File: src/rtl/gps_pkg.sv
// gps_pkg: shared receiver state encoding and ASCII constants for the GPS NMEA path
package gps_pkg;
  typedef enum logic [2:0] {IDLE, START, DATA, PARITY, STOP, WAIT_IDLE} rx_state_e;
  localparam logic [7:0] ASCII_DOLLAR = 8'h24;
  localparam logic [7:0] ASCII_COMMA  = 8'h2C;
  localparam logic [7:0] ASCII_LF     = 8'h0A;
endpackage

File: src/rtl/uart_baud_tick.sv
// uart_baud_tick: divides clk by DIV into a 1-cycle tick, held at phase 0 while clr is high
module uart_baud_tick #(
  parameter int DIV = 10
) (
  input  logic clk,
  input  logic rst,
  input  logic clr,
  output logic tick
);
  localparam int W = DIV > 1 ? $clog2(DIV) : 1;
  logic [W-1:0] cnt;
  if (DIV < 1) begin : g_bad_div
    $error("uart_baud_tick: DIV must be >= 1");
  end
  assign tick = cnt == W'(DIV - 1);
  always_ff @(posedge clk)
    if (rst || clr) cnt <= '0;
    else cnt <= tick ? '0 : cnt + W'(1);
endmodule

File: src/rtl/gps_uart_rx.sv
// gps_uart_rx: 16x-oversampled 8N1 receiver for the NMEA link; define UART_RX_PARITY_EN for 8E1
module gps_uart_rx
  import gps_pkg::*;
#(
  parameter int CLK_FREQ   = 50_000_000,
  parameter int BAUD       = 9600,
  parameter int OVERSAMPLE = 16
) (
  input  logic       CLK,
  input  logic       RST,
  input  logic       RxD,
  output logic [7:0] RxD_data,
  output logic       RxD_data_ready,
  output logic       RxD_frame_err
);
  localparam int DIV = (CLK_FREQ + BAUD * OVERSAMPLE / 2) / (BAUD * OVERSAMPLE);
  localparam int SW  = $clog2(OVERSAMPLE);
  rx_state_e state, state_n;
  logic [1:0] sync;
  logic [SW-1:0] scnt;
  logic [2:0] idx;
  logic [7:0] sh;
  logic rx, tick, samp, done, ok, perr;
  assign rx = sync[1];
  always_ff @(posedge CLK)
    if (RST) sync <= 2'b11;
    else sync <= {sync[0], RxD};
  uart_baud_tick #(.DIV(DIV)) u_tick (
    .clk (CLK),
    .rst (RST),
    .clr (state == IDLE),
    .tick(tick)
  );
  // start bit is sampled half a bit in; every later sample is one full bit after the previous
  assign samp = tick && scnt == (state == START ? SW'(OVERSAMPLE / 2 - 1) : SW'(OVERSAMPLE - 1));
  assign done = state == STOP && samp;
  assign ok   = rx && !perr;
`ifdef UART_RX_PARITY_EN
  localparam rx_state_e AFTER_DATA = PARITY;
  always_ff @(posedge CLK)
    if (RST) perr <= 1'b0;
    else if (state == PARITY && samp) perr <= rx ^ (^sh);
`else
  localparam rx_state_e AFTER_DATA = STOP;
  assign perr = 1'b0;
`endif
  always_comb begin
    state_n = state;
    case (state)
      IDLE:      state_n = rx ? IDLE : START;
      START:     if (samp) state_n = rx ? IDLE : DATA;
      DATA:      if (samp && idx == 3'd7) state_n = AFTER_DATA;
      PARITY:    if (samp) state_n = STOP;
      STOP:      if (samp) state_n = rx ? IDLE : WAIT_IDLE;
      WAIT_IDLE: if (rx) state_n = IDLE;
      default:   state_n = IDLE;
    endcase
  end
  always_ff @(posedge CLK)
    if (RST) begin
      state          <= IDLE;
      scnt           <= '0;
      idx            <= '0;
      sh             <= '0;
      RxD_data       <= '0;
      RxD_data_ready <= 1'b0;
      RxD_frame_err  <= 1'b0;
    end else begin
      state          <= state_n;
      scnt           <= (state == IDLE || samp) ? '0 : tick ? scnt + SW'(1) : scnt;
      idx            <= state != DATA ? '0 : samp ? idx + 3'd1 : idx;
      if (state == DATA && samp) sh <= {rx, sh[7:1]};
      if (done && ok) RxD_data <= sh;
      RxD_data_ready <= done && ok;
      RxD_frame_err  <= done && !ok;
    end
endmodule

File: config.mk
export PLATFORM = sky130hd
export DESIGN_NAME = gps_uart_rx
export DESIGN_NICKNAME = d
export VERILOG_FILES = /design/src/rtl/gps_pkg.sv /design/src/rtl/uart_baud_tick.sv /design/src/rtl/gps_uart_rx.sv
export SDC_FILE = /design/constraint.sdc
export NUM_CORES = 1
export LEC_CHECK = 0
export CAP_MARGIN = 5
export CORE_MARGIN = 10
export CORE_UTILIZATION = 54
export CTS_BUF_LIST = sky130_fd_sc_hd__clkbuf_8
export DETAILED_ROUTE_END_ITERATION = 12
export HOLD_SLACK_MARGIN = 0.08
export PLACE_DENSITY = 0.73
export SYNTH_ARGS = -nofsm -noshare
export SYNTH_HDL_FRONTEND = slang
export SYNTH_HIERARCHICAL = 1
export SYNTH_SLANG_ARGS = --single-unit
File: constraint.sdc
create_clock -name CLK -period 5.1 [get_ports CLK]
set_input_delay 1.02 -clock CLK [delete_from_list [all_inputs] [get_ports CLK]]
set_output_delay 1.02 -clock CLK [all_outputs]
set_load 0.05 [all_outputs]
Word level (Yosys, flattened, before mapping)
Cells that the tools add are included.
{"block": "totals", "ff_bits": 39, "input_bits": 3, "output_inout_bits": 10, "word_cells": 50}
{"block": "classes", "add_sub_neg": 3, "eq_ne": 14, "muxes": 10, "reduce_logical": 14}
{"cell": "3-bit 2-to-1 mux", "count": 6}
{"cell": "3-bit case mux with 6 select lines", "count": 1}
{"cell": "2-bit inequality test, second input constant", "count": 5}
{"cell": "9-bit by 1-bit adder with 9-bit output, second input constant", "count": 1}
{"cell": "3-bit equality test, second input constant", "count": 3}
{"cell": "9-bit equality test, second input constant", "count": 1}
{"cell": "3-bit by 2-bit equality test with 1-bit output, second input constant", "count": 2}
{"cell": "1-bit logical AND", "count": 6}
{"cell": "2-bit OR reduction", "count": 3}
{"cell": "5-bit AND reduction", "count": 1}
{"cell": "4-bit by 1-bit adder with 4-bit output, second input constant", "count": 1}
{"cell": "4-bit equality test", "count": 1}
{"cell": "4-bit 2-to-1 mux", "count": 1}
{"cell": "3-bit by 1-bit adder with 3-bit output, second input constant", "count": 1}
{"cell": "3-bit by 1-bit equality test with 1-bit output, second input constant", "count": 1}
{"cell": "3-bit logical NOT", "count": 1}
{"cell": "3-bit by 2-bit inequality test with 1-bit output, second input constant", "count": 1}
{"cell": "1-bit logical OR", "count": 2}
{"cell": "2-bit 2-to-1 mux", "count": 1}
{"cell": "1-bit logical NOT", "count": 1}
{"cell": "1-bit 2-to-1 mux", "count": 1}

Logic depth before layout (Yosys ltp)
Gate-level depths: netlist of the first run.
{"block": "logic_depth", "ltp_word": 7, "depth_mapped": 9, "ltp_nobuf": 7}

By module
Netlist of the first run, hierarchy kept.
{"mod": "gps_uart_rx", "n_inst": 1, "cells_each": 148, "area_per_inst_um2": 1363.8, "seq_area_each_um2": 600.6}
{"mod": "uart_baud_tick", "n_inst": 1, "cells_each": 44, "area_per_inst_um2": 396.6, "seq_area_each_um2": 180.2}

Worst setup path after synthesis of the first run
No wires, ideal clock.
{"block": "synth_timing", "path_type": "input-to-reg", "from": "input port RST", "to": "register scnt[0]", "setup_time_ns": 0.124, "arrival_time_ns": 1.752, "required_time_ns": 4.976, "slack_ns": 3.224, "stages": 5, "path_buffers": 2, "cell_sequence": "clkbuf_1 -> inv_2 -> buf_2 -> a32oi_1 -> nor2_1"}
{"block": "synth_between", "elab_chain_cells": 1}
{"item": "from (decl)", "line": "gps_uart_rx.sv:10", "rtl": "input logic RST,"}
{"item": "2-bit OR reduction (no source line)"}
{"item": "to (signal assigned)", "line": "gps_uart_rx.sv:70", "rtl": "scnt <= (state == IDLE || samp) ? '0 : tick ? scnt + SW'(1) : scnt;"}
{"item": "to (decl)", "line": "gps_uart_rx.sv:20", "rtl": "logic [SW-1:0] scnt;"}
No other way between the ends.
A chain may end at the register's enable or synchronous reset.

Worst setup path after layout of the first run
{"block": "layout_timing", "from": "register u_tick.cnt[0]", "to": "register RxD_data[2]"}
{"block": "layout_between", "elab_chain_cells": 4}
{"item": "from (decl)", "line": "uart_baud_tick.sv:11", "rtl": "logic [W-1:0] cnt;"}
{"item": "from (signal assigned)", "line": "uart_baud_tick.sv:18", "rtl": "else cnt <= tick ? '0 : cnt + W'(1);"}
{"item": "9-bit equality test", "line": "uart_baud_tick.sv:15", "rtl": "assign tick = cnt == W'(DIV - 1);"}
{"item": "via tick", "line": "gps_uart_rx.sv:23", "rtl": "logic rx, tick, samp, done, ok, perr;"}
{"item": "1-bit logical AND", "line": "gps_uart_rx.sv:35", "rtl": "assign samp = tick && scnt == (state == START ? SW'(OVERSAMPLE / 2 - 1) : SW'(OVERSAMPLE - 1));"}
{"item": "1-bit logical AND", "line": "gps_uart_rx.sv:36", "rtl": "assign done = state == STOP && samp;"}
{"item": "1-bit logical AND", "line": "gps_uart_rx.sv:73", "rtl": "if (done && ok) RxD_data <= sh;"}
{"item": "to (signal assigned)", "line": "gps_uart_rx.sv:73"}
{"item": "to (decl)", "line": "gps_uart_rx.sv:12", "rtl": "output logic [7:0] RxD_data,"}
The timed path passes the listed nets, and every way through them passes these cells.

==> results of run 1 <==
-- through the flow --
| stage | utilization (%) | setup WS [ns] |
|---|---|---|
| 3_5_place_dp | 60.6 | 2.30 |
| 2_1_floorplan | - | 3.22 |
| 5_1_grt | 64.4 | 2.15 |
| 3_3_place_gp | 60.6 | 2.38 |
| 4_1_cts | 64.4 | 2.47 |
| 6_report | 64.4 | 2.48 |
-- per-layer routing --
layer | part of all wire (%) | vias to the layer above | global-route usage (%)
met5 | 0 | - | 0
met4 | 0.88 | 0 | 5.84
met3 | 2.9 | 3 | 2.91
met2 | 52 | 19 | 21.0
met1 | 44 | 655 | 12.0
li1 | - | 693 | -
-- where the power goes --
| part | internal [µW] | switching (µW) | leakage (µW) | total, µW |
|---|---|---|---|---|
| Combinational | 4.60 | 8.12 | 0.000248 | 12.7 |
| Clock | 158 | 102 | 0.0000612 | 260 |
| Sequential | 306 | 2.19 | 0.000315 | 308 |
| Total | 469 | 112 | 0.000624 | 581 |
-- state kept, by name, indices dropped and copies added, names as in the netlist --
name and cells:
u_tick/cnt 9, RxD_data 8, sh 8, scnt 4
idx 3, state 3, sync 2, RxD_data_ready 1
RxD_frame_err 1
-- cell usage in the layout (no fill, tap or decap), types with 2 or more instances in the layout --
cell type / count
dfxtp_1: 39
nand2_1: 26
a21oi_1: 13
mux2i_1: 12
clkdlybuf4s50_1: 12
nand3_1: 11
nor2_1: 11
o21ai_1: 9
clkbuf_8: 6
o21ai_0: 5
ha_1: 5
nor3_1: 4
xor2_1: 4
or3_1: 4
nand4_1: 3
inv_1: 3
xnor2_1: 3
and4_1: 2
or2_1: 2
nand4b_1: 2
nand4bb_1: 2
-- critical path, stage by stage (launching register included) --
cell and delay [ns]:
dfxtp_1 0.40, ha_1 0.17, nand4bb_1 0.14, nor2_1 0.50, and4_1 0.53, and4_1 0.55, mux2i_1 0.25
-- final cells by class --
cell class	instances	area, µm²
clock buffers	6	82.6
clock inverters	2	35.0
fillers	291	1090
inverters	4	15.0
multi-input cells	137	895
flip-flops and latches	39	781
well taps	44	55.1
repair buffers	12	120
-- kinds of logic (layout without fill, tap and decap cells) --
group	after synthesis	in the layout
xor gates and xnor gates	7	7
AOI/OAI and AO/OA	36	36
and+or+nand+nor	76	76
muxes	13	13
buffers and inverters	16	24
DFF	39	39
adders and majority gates	5	5
-- final timing paths --
path / startpoint / to / slack [ns] / cells after the start
max: u_tick/cnt[0]$_SDFF_PP0_ / RxD_data[2]$_SDFFE_PP0P_ / 2.48 / 6
min: sync[0]$_SDFF_PP1_ / sync[1]$_SDFF_PP1_ / 0.40 / 1
min reg2reg: sync[0]$_SDFF_PP1_ / sync[1]$_SDFF_PP1_ / 0.40 / 1
max reg2reg: u_tick/cnt[0]$_SDFF_PP0_ / RxD_data[2]$_SDFFE_PP0P_ / 2.48 / 6
==> impl_summary.log, run 1 <==
[metrics] signed area change from the synthesized netlist to the final layout: 12.7%
[metrics] wire length per cell: 13.4 µm
[metrics] clock latency on the worst-skew pair: 0.29 ns
[metrics] cell with the most instances after synthesis: dfxtp_1
[metrics] crit path capture type: flip-flop
[metrics] cells taking the most area after synthesis: dfxtp_1, mux2i_1, nand2_1
[metrics] TritonCTS clock tree: yes
[metrics] final setup violation count: 0
[metrics] fraction of synthesized area in multiplexers: 7.60%
[metrics] # rows: 20
[metrics] Highest Clock Rate: 381 MHz
[metrics] total leakage power: 0.000624 µW
[metrics] DRC violations left: 0
[metrics] register area share after synthesis: 44.3%
[metrics] via count of the first global-routing pass: 1373
[metrics] cell type with the largest total area after synthesis: dfxtp_1
[metrics] count of distinct cell types in the synthesized netlist: 43
[metrics] final critical-path share of the clock period: 51.4%
[metrics] Congestion Overflow GR: 0
[metrics] number of violations of the max-capacitance limit: 0
[metrics] floorplan die area: 5940 µm²
[metrics] number of antenna repair diodes: 0
[metrics] WS Path Type: reg2reg
[metrics] Power Total: 581 µW
[metrics] complex-gate fraction of the synthesized area: 12.2%
[metrics] final-stage net count: 207
[metrics] number of gates resized after CTS: 0
[metrics] Vias/cell: 5.61
[metrics] Detailed Routing Iterations Pass 1: 4
[metrics] Detailed Route WL: 3.28 mm
[metrics] CORE AREA: 3080 µm²
[metrics] data arrival time of the worst path: 2.84 ns
[metrics] total via count in the routed design: 1370
[metrics] initial standard-cell utilization of the core: 57.2%
[metrics] floorplan die width: 77.1 µm
[metrics] number of DRC markers after the initial detailed-route iteration: 148
[metrics] post-route worst hold slack: 0.398 ns
[metrics] pin count of the biggest net entering global routing: 21
[metrics] design area: 1980 µm²
[metrics] Synth top area share: 44.3%
[metrics] TritonCTS buffer count: 5
[metrics] number of placed cells counting well taps: 236
[metrics] top-level I/O count: 13
[metrics] minimum period implied by the final worst setup slack: 2.62 ns
[metrics] clock root buffer: clkbuf_8
[metrics] warning count from the yosys run: 6
[metrics] initial antenna violation count: 0
[metrics] Hold WC Path Type: reg2reg
[metrics] post-detailed-route count of antenna-violating nets: 0
[metrics] clock-pin transition on the worst setup and hold timing paths: 0.08 ns
[metrics] buffers from clock root to sink, at most: 2
[metrics] required time of the worst setup path: 5.31 ns
[metrics] largest vdd supply drop: 0.192 mV
[metrics] total number of clock tree sinks: 39
[metrics] overall die height: 77.1 µm
[metrics] worst clock skew: 0.00847 ns
[metrics] headroom to the max-slew limit: 58.0%
[metrics] share of flip-flops with an asynchronous set or reset: 0%
[metrics] total number of H-tree levels: 2
[metrics] unrepaired setup endpoints after global routing: false
[metrics] list of most frequent post-synthesis cells: dfxtp_1, nand2_1, a21oi_1, mux2i_1
[metrics] xor and xnor area share after synthesis: 3.48%
[metrics] ratio of total power to cell area: 293 nW/µm²
[metrics] Mapped Nets: 200
[metrics] GRT Resource Usage Total: 11.5%
[metrics] largest family of logic cells by synthesized area: simple AND/OR/NAND/NOR gates
[metrics] launching element type of the critical path: flip-flop
[metrics] Slew Limit Fails: 0
[metrics] final hold violations: 0
[metrics] Least-Margin Pin Slew: 0.628 ns
[metrics] synthesized area per cell: 9.17 µm²
[metrics] non-filler instance count after layout: 244
[metrics] number of setup buffers added after CTS: 0
[metrics] fraction of layout cells with a size suffix above 1: 8.00%
[metrics] setup TNS after final layout: 0 ns
[metrics] cell count after synthesis: 192
[metrics] result of the run: finished, final reports clean
[metrics] adder-cell share of the synthesized area: 3.55%
[metrics] weighted congestion at the end of routability-driven global placement: 0.762
[metrics] count of flip-flops with a built-in enable after synthesis: 0
[metrics] largest driver fanout on the critical path: 11
[metrics] netlist area before placement: 1760 µm²
[metrics] number of input and output port buffers inserted: 12
[metrics] cts hold-fix bufs: 0
[metrics] flip-flop and latch count after synthesis: 39
[metrics] simple-gate area share of the yosys netlist: 24.0%
[metrics] Post-Place Cell Area: 1870 µm²
[metrics] leading register cell type out of synthesis: dfxtp_1
[metrics] wire length of the first global-routing pass: 5.84 mm
[metrics] half-perimeter wire length after placement: 2.36 mm
Power figures use the tool's default switching activity.
==> run 2, diff against run 1 <==
==> constraint.sdc (replaced) <==
create_clock -name CLK -period 2.6 [get_ports CLK]
set_input_delay 0.52 -clock CLK [delete_from_list [all_inputs] [get_ports CLK]]
set_output_delay 0.52 -clock CLK [all_outputs]
set_load 0.05 [all_outputs]
==> run 2 against run 1 <==
Register-to-register slack worse by 2.0 ns. Fmax up 22%. Sequential share of layout area about the same.
==> impl_summary.log, run 2 (synthesis results as in run 1) <==
[metrics] result of the run: finished, final reports clean
[metrics] Crit path top cell by count: and4_1
[metrics] clock root buffer: clkbuf_8
[metrics] crit path capture type: flip-flop
[metrics] Register-to-Register Path Depth: 6
[metrics] post-detailed-route count of antenna-violating nets: 0
[metrics] final hold violations: 0
[metrics] CORE AREA: 3080 µm²
[metrics] GRT Resource Usage Total: 11.3%
[metrics] required time of the worst setup path: 2.81 ns
[metrics] DRC violations left: 0
[metrics] initial antenna violation count: 0
[metrics] Worst path slowest cell: and4_1
[metrics] number of input and output port buffers inserted: 12
[metrics] Slew Limit Fails: 0
[metrics] worst clock skew: 0.00521 ns
[metrics] final setup violation count: 0
[metrics] final-stage net count: 212
[metrics] total number of H-tree levels: 2
[metrics] met3 routed WL: 143 µm
[metrics] WS Path Type: reg2reg
[metrics] Detailed Routing Iterations Pass 1: 4
[metrics] TritonCTS clock tree: yes
[metrics] buffers from clock root to sink, at most: 2
[metrics] start of the worst register-to-register path: u_tick/cnt[0]$_SDFF_PP0_
[metrics] ordered cell list for the critical path: ha_1, nand4bb_1, nor2_1, and4_1, and4_1, mux2i_1
[metrics] highest layer used for signal routing: met4
[metrics] pin count of the biggest net entering global routing: 14
[metrics] # rows: 20
[metrics] number of DRC markers after the initial detailed-route iteration: 91
[metrics] largest vdd supply drop: 0.435 mV
[metrics] clock latency on the worst-skew pair: 0.28 ns
[metrics] total via count in the routed design: 1385
[metrics] Vias/cell: 5.56
[metrics] fraction of layout cells with a size suffix above 1: 9.27%
[metrics] most common library cell in the layout ignoring fill and taps: dfxtp_1
[metrics] data arrival time of the worst path: 2.36 ns
[metrics] wire length of the first global-routing pass: 5.69 mm
[metrics] Congestion Overflow GR: 0
[metrics] Least-Margin Pin Slew: 0.518 ns
[metrics] unrepaired setup endpoints after global routing: false
[metrics] total number of clock tree sinks: 39
[metrics] TritonCTS buffer count: 5
[metrics] total leakage power: 0.000638 µW
[metrics] filler instances: 260
[metrics] commonest cells after routing, fill and taps aside: dfxtp_1, nand2_1, a21oi_1, mux2i_1, clkdlybuf4s50_1
[metrics] clock-pin transition on the worst setup and hold timing paths: 0.07 ns
[metrics] endpoint of the worst-slack reg-to-reg timing path: RxD_data[7]$_SDFFE_PP0P_
[metrics] max incr delay on CP: 0.51 ns
[metrics] setup TNS after final layout: 0 ns
[metrics] Highest Clock Rate: 465 MHz
[metrics] top-level I/O count: 13
[metrics] signed area change from the synthesized netlist to the final layout: 12.7%
[metrics] Hold WC Path Type: reg2reg
[metrics] launching element type of the critical path: flip-flop
[metrics] registers with the most flip-flops: u_tick/cnt x9, RxD_data x8, sh x8
[metrics] cts hold-fix bufs: 0
[metrics] ratio of total power to cell area: 505 nW/µm²
[metrics] metal2 WL: 1.74 mm
[metrics] number of gates resized after CTS: 0
[metrics] initial standard-cell utilization of the core: 57.2%
[metrics] Detailed Route WL: 3.35 mm
[metrics] half-perimeter wire length after placement: 2.46 mm
[metrics] M1 WL: 1.42 mm
[metrics] floorplan die area: 5940 µm²
[metrics] wire length per cell: 13.4 µm
[metrics] final critical-path share of the clock period: 82.8%
[metrics] register-to-register setup slack: 0.45 ns
[metrics] largest driver fanout on the critical path: 8
[metrics] number of setup buffers added after CTS: 0
[metrics] headroom to the max-slew limit: 65.4%
[metrics] number of antenna repair diodes: 0
[metrics] largest reg by FF count: u_tick/cnt
[metrics] overall die height: 77.1 µm
[metrics] number of violations of the max-capacitance limit: 0
[metrics] floorplan die width: 77.1 µm
[metrics] design area: 1980 µm²
[metrics] minimum period implied by the final worst setup slack: 2.15 ns
[metrics] Hold Path Depth: 1
[metrics] weighted congestion at the end of routability-driven global placement: 0.792
[metrics] final standard cell utilization of the core: 64.5%
[metrics] via count of the first global-routing pass: 1337
[metrics] worst min-delay path endpoint: sync[1]$_SDFF_PP1_
[metrics] max FFs per register: 9
[metrics] Post-Place Cell Area: 1900 µm²
[metrics] hold path startpoint: sync[0]$_SDFF_PP1_
run 2: changes by cell type in the layout (fill, tap and decap cells not counted), sizes merged:
cell / change
buf: +5
inv: +2
bufinv: -1
clkbuf: -1
run 2: worst max-delay path by stage:
stage / to / slack (ns) / startpoint
finish: RxD_data[7]$_SDFFE_PP0P_ / 0.45 / u_tick/cnt[0]$_SDFF_PP0_
global route: RxD_data[7]$_SDFFE_PP0P_ / 0.25 / u_tick/cnt[0]$_SDFF_PP0_
CTS: RxD_data[7]$_SDFFE_PP0P_ / 0.42 / u_tick/cnt[0]$_SDFF_PP0_
detailed placement: RxD_data[7]$_SDFFE_PP0P_ / 0.47 / u_tick/cnt[0]$_SDFF_PP0_
global placement: RxD_data[2]$_SDFFE_PP0P_ / 0.60 / u_tick/cnt[0]$_SDFF_PP0_
floorplan: RxD_data[0]$_SDFFE_PP0P_ / 0.89 / u_tick/cnt[0]$_SDFF_PP0_
run 2: critical path, delay by kind of cell, from the launching register on:
family | cells | cell delay [ns]
mux | 1 | 0.25
fa+ha+maj | 1 | 0.17
simple gates | 4 | 1.25
flops | 1 | 0.40
run 2: report_power, final:
group          total, µW  internal (µW)  switching (µW)
clock                370            180             190
combinational       27.5           10.9            16.6
sequential           604            600            4.33
total               1000            791             211
run 2: area by class of cell:
class | instances | area (µm²) | area share, %
Multi-Input combinational cell | 137 | 895 | 45.1
Sequential cell | 39 | 781 | 39.3
Timing Repair Buffer | 17 | 158 | 7.94
Clock buffer | 5 | 68.8 | 3.47
Tap cell | 44 | 55.1 | 2.77
Inverter | 4 | 15.0 | 0.757
Clock inverter | 3 | 12.5 | 0.631
run 2: per-layer routing:
metal | vias up | global-route usage (%)
li1 | 701 | -
met1 | 652 | 11.6
met2 | 25 | 20.7
met3 | 7 | 3.26
met4 | 0 | 4.93
met5 | - | 0
run 2: through the flow:
step / power [µW] / hold slack (ns) / worst slack (ns) / std cells
floorplan: 637 / 0.383 / 0.886 / 192
global placement: 645 / 0.392 / 0.595 / 241
detailed placement: 645 / 0.395 / 0.473 / 241
CTS: 1010 / 0.414 / 0.421 / 249
global route: 1040 / 0.419 / 0.251 / 249
finish: 1000 / 0.404 / 0.448 / 249
==> run 3, diff against run 2 <==
--- a/config.mk
+++ b/config.mk
@@ -11,7 +11,7 @@
 export CTS_BUF_LIST = sky130_fd_sc_hd__clkbuf_8
 export DETAILED_ROUTE_END_ITERATION = 12
 export HOLD_SLACK_MARGIN = 0.08
-export PLACE_DENSITY = 0.73
+export PLACE_DENSITY = 0.76
 export SYNTH_ARGS = -nofsm -noshare
 export SYNTH_HDL_FRONTEND = slang
 export SYNTH_HIERARCHICAL = 1
==> constraint.sdc (replaced) <==
create_clock -name CLK -period 1.8 [get_ports CLK]
set_input_delay 0.36 -clock CLK [delete_from_list [all_inputs] [get_ports CLK]]
set_output_delay 0.36 -clock CLK [all_outputs]
set_load 0.05 [all_outputs]
==> run 3 against run 2 <==
Sequential share of layout area is 2.9 points lower. Worst hold slack better by 0.020 ns. Cell count is 3.6% higher. Global-route usage is 0.32 points higher. Register-to-register slack worse by 0.36 ns. Wire length is 7.8% higher. Die area stayed put. Clock skew is 0.00081 ns higher. Power is 78% higher. Combinational power is 69% higher. Flip-flop and latch count stayed put. Critical endpoint is now RxD_data[6]$_SDFFE_PP0P_. Highest routed layer unchanged.
==> impl_summary.log, run 3 (synthesis results as in run 1) <==
[metrics] result of the run: finished, final reports clean
[metrics] post-detailed-route count of antenna-violating nets: 0
[metrics] crit path capture type: flip-flop
[metrics] data arrival time of the worst path: 1.93 ns
[metrics] gr busiest metal: met2
[metrics] commonest cells after routing, fill and taps aside: dfxtp_1, nand2_1, buf_4, a21oi_1, mux2i_1
[metrics] total number of clock tree sinks: 39
[metrics] top-level I/O count: 13
[metrics] Vias/cell: 5.69
[metrics] Crit path top cell by count: and4_1
[metrics] GRT Resource Usage Total: 11.6%
[metrics] max incr delay on CP: 0.34 ns
[metrics] DRC violations left: 0
[metrics] via count of the first global-routing pass: 1408
[metrics] overall die height: 77.1 µm
[metrics] most common library cell in the layout ignoring fill and taps: dfxtp_1
[metrics] max FFs per register: 9
[metrics] fraction of layout cells with a size suffix above 1: 22.0%
[metrics] total number of H-tree levels: 2
[metrics] post-route worst hold slack: 0.424 ns
[metrics] Post-Place Cell Area: 1940 µm²
[metrics] number of violations of the max-capacitance limit: 0
[metrics] launching element type of the critical path: flip-flop
[metrics] worst clock skew: 0.00602 ns
[metrics] final critical-path share of the clock period: 94.9%
[metrics] Detailed Routing Iterations Pass 1: 5
[metrics] Least-Margin Pin Slew: 0.485 ns
[metrics] pin count of the biggest net entering global routing: 17
[metrics] family of cells with the greatest summed delay on the critical path: simple AND/OR/NAND/NOR gates
[metrics] required time of the worst setup path: 2.02 ns
[metrics] number of input and output port buffers inserted: 12
[metrics] ordered cell list for the critical path: nand4bb_1, nor2_2, and4_1, and4_1, buf_12, mux2i_1
[metrics] minimum period implied by the final worst setup slack: 1.71 ns
[metrics] cts hold-fix bufs: 0
[metrics] registers with the most flip-flops: u_tick/cnt x9, RxD_data x8, sh x8
[metrics] initial antenna violation count: 0
[metrics] weighted congestion at the end of routability-driven global placement: 0.861
[metrics] final-stage net count: 221
[metrics] final standard cell utilization of the core: 69.8%
[metrics] filler instances: 244
[metrics] final hold violations: 0
[metrics] TritonCTS clock tree: yes
[metrics] global-route track usage on met1: 11.7%
[metrics] headroom to the max-slew limit: 67.7%
[metrics] buffers from clock root to sink, at most: 2
[metrics] clock-pin transition on the worst setup and hold timing paths: 0.08 ns
[metrics] final setup violation count: 0
[metrics] clock latency on the worst-skew pair: 0.30 ns
[metrics] Worst path slowest cell: dfxtp_1
[metrics] number of buffer and inverter stages on the critical path: 1
[metrics] floorplan die width: 77.1 µm
[metrics] number of DRC markers after the initial detailed-route iteration: 82
[metrics] total leakage power: 0.000728 µW
[metrics] signed area change from the synthesized netlist to the final layout: 22.0%
[metrics] number of antenna repair diodes: 0
[metrics] largest driver fanout on the critical path: 8
[metrics] Congestion Overflow GR: 0
[metrics] Slew Limit Fails: 0
[metrics] floorplan die area: 5940 µm²
[metrics] largest reg by FF count: u_tick/cnt
[metrics] Detailed Route WL: 3.61 mm
[metrics] total via count in the routed design: 1469
[metrics] # rows: 20
[metrics] setup TNS after final layout: 0 ns
[metrics] largest vdd supply drop: 0.796 mV
[metrics] clock root buffer: clkbuf_8
[metrics] ratio of total power to cell area: 831 nW/µm²
[metrics] design area: 2150 µm²
[metrics] CORE AREA: 3080 µm²
[metrics] wire length of the first global-routing pass: 5.84 mm
[metrics] Hold WC Path Type: reg2reg
[metrics] met3 GRT Util: 4.08%
[metrics] half-perimeter wire length after placement: 2.51 mm
[metrics] wire length per cell: 14.0 µm
[metrics] met2 routing resource usage after global routing: 20.8%
[metrics] WS Path Type: reg2reg
[metrics] initial standard-cell utilization of the core: 57.2%
[metrics] Highest Clock Rate: 586 MHz
[metrics] unrepaired setup endpoints after global routing: false
[metrics] TritonCTS buffer count: 5
run 3: cell types whose count changed in the layout (fill, tap and decap cells not counted), sizes merged:
cell / delta
clkdlybuf4s50: -10
clkinvlp: +1
bufinv: +2
clkinv: -1
inv: -2
buf: +19
run 3: power breakdown:
| part | switching, µW | internal (µW) | total, µW | leakage, µW |
|---|---|---|---|---|
| clock | 313 | 553 | 865 | 0.0000644 |
| sequential | 6.45 | 866 | 873 | 0.000316 |
| combinational | 26.6 | 20.1 | 46.6 | 0.000348 |
| total | 346 | 1440 | 1780 | 0.000728 |
run 3: routing by layer:
layer	vias up	share of wire [%]
met5	-	0
met4	0	1.1
met3	3	4.6
met2	36	52
met1	711	43
li1	719	-
run 3: final timing paths:
kind | start | endpoint | slack [ns] | depth (start not counted)
worst min register to register | sync[0]$_SDFF_PP1_ | sync[1]$_SDFF_PP1_ | 0.42 | 1
worst min-delay path | sync[0]$_SDFF_PP1_ | sync[1]$_SDFF_PP1_ | 0.42 | 1
worst max register to register | u_tick/cnt[7]$_SDFF_PP0_ | RxD_data[6]$_SDFFE_PP0P_ | 0.09 | 6
worst max-delay path | u_tick/cnt[7]$_SDFF_PP0_ | RxD_data[6]$_SDFFE_PP0P_ | 0.09 | 6
run 3: worst register-to-register path, delay by kind of cell, from the launching register on:
family                 cells  cell delay [ns]
flip-flops                 1             0.34
AND/OR/NAND/NOR            4             0.96
buffers and inverters      1             0.14
multiplexers               1             0.19
run 3: area by class of cell:
| type | instances | area, µm² | area share (%) |
|---|---|---|---|
| clock inverter | 3 | 67.6 | 3.15 |
| inverter | 4 | 15.0 | 0.699 |
| clock buffer | 5 | 68.8 | 3.20 |
| sequential | 39 | 783 | 36.5 |
| tap | 44 | 55.1 | 2.56 |
| timing repair buffer | 26 | 216 | 10.1 |
| multi-input combinational | 137 | 942 | 43.9 |
run 3: timing repair:
item | CTS | global route
buffers inserted | 0 | 2
pin swaps | 0 | 2
setup endpoints to repair | 3 | 24
gates resized for setup | 1 | 9
run 3: metrics by stage:
step	instances	total power [µW]	setup WS [ns]
CTS	256	1790	0.00147
detailed placement	248	935	-0.0104
finish	258	1780	0.0926
floorplan	192	920	0.0865
global placement	248	933	0.121
global route	258	1850	0.0164
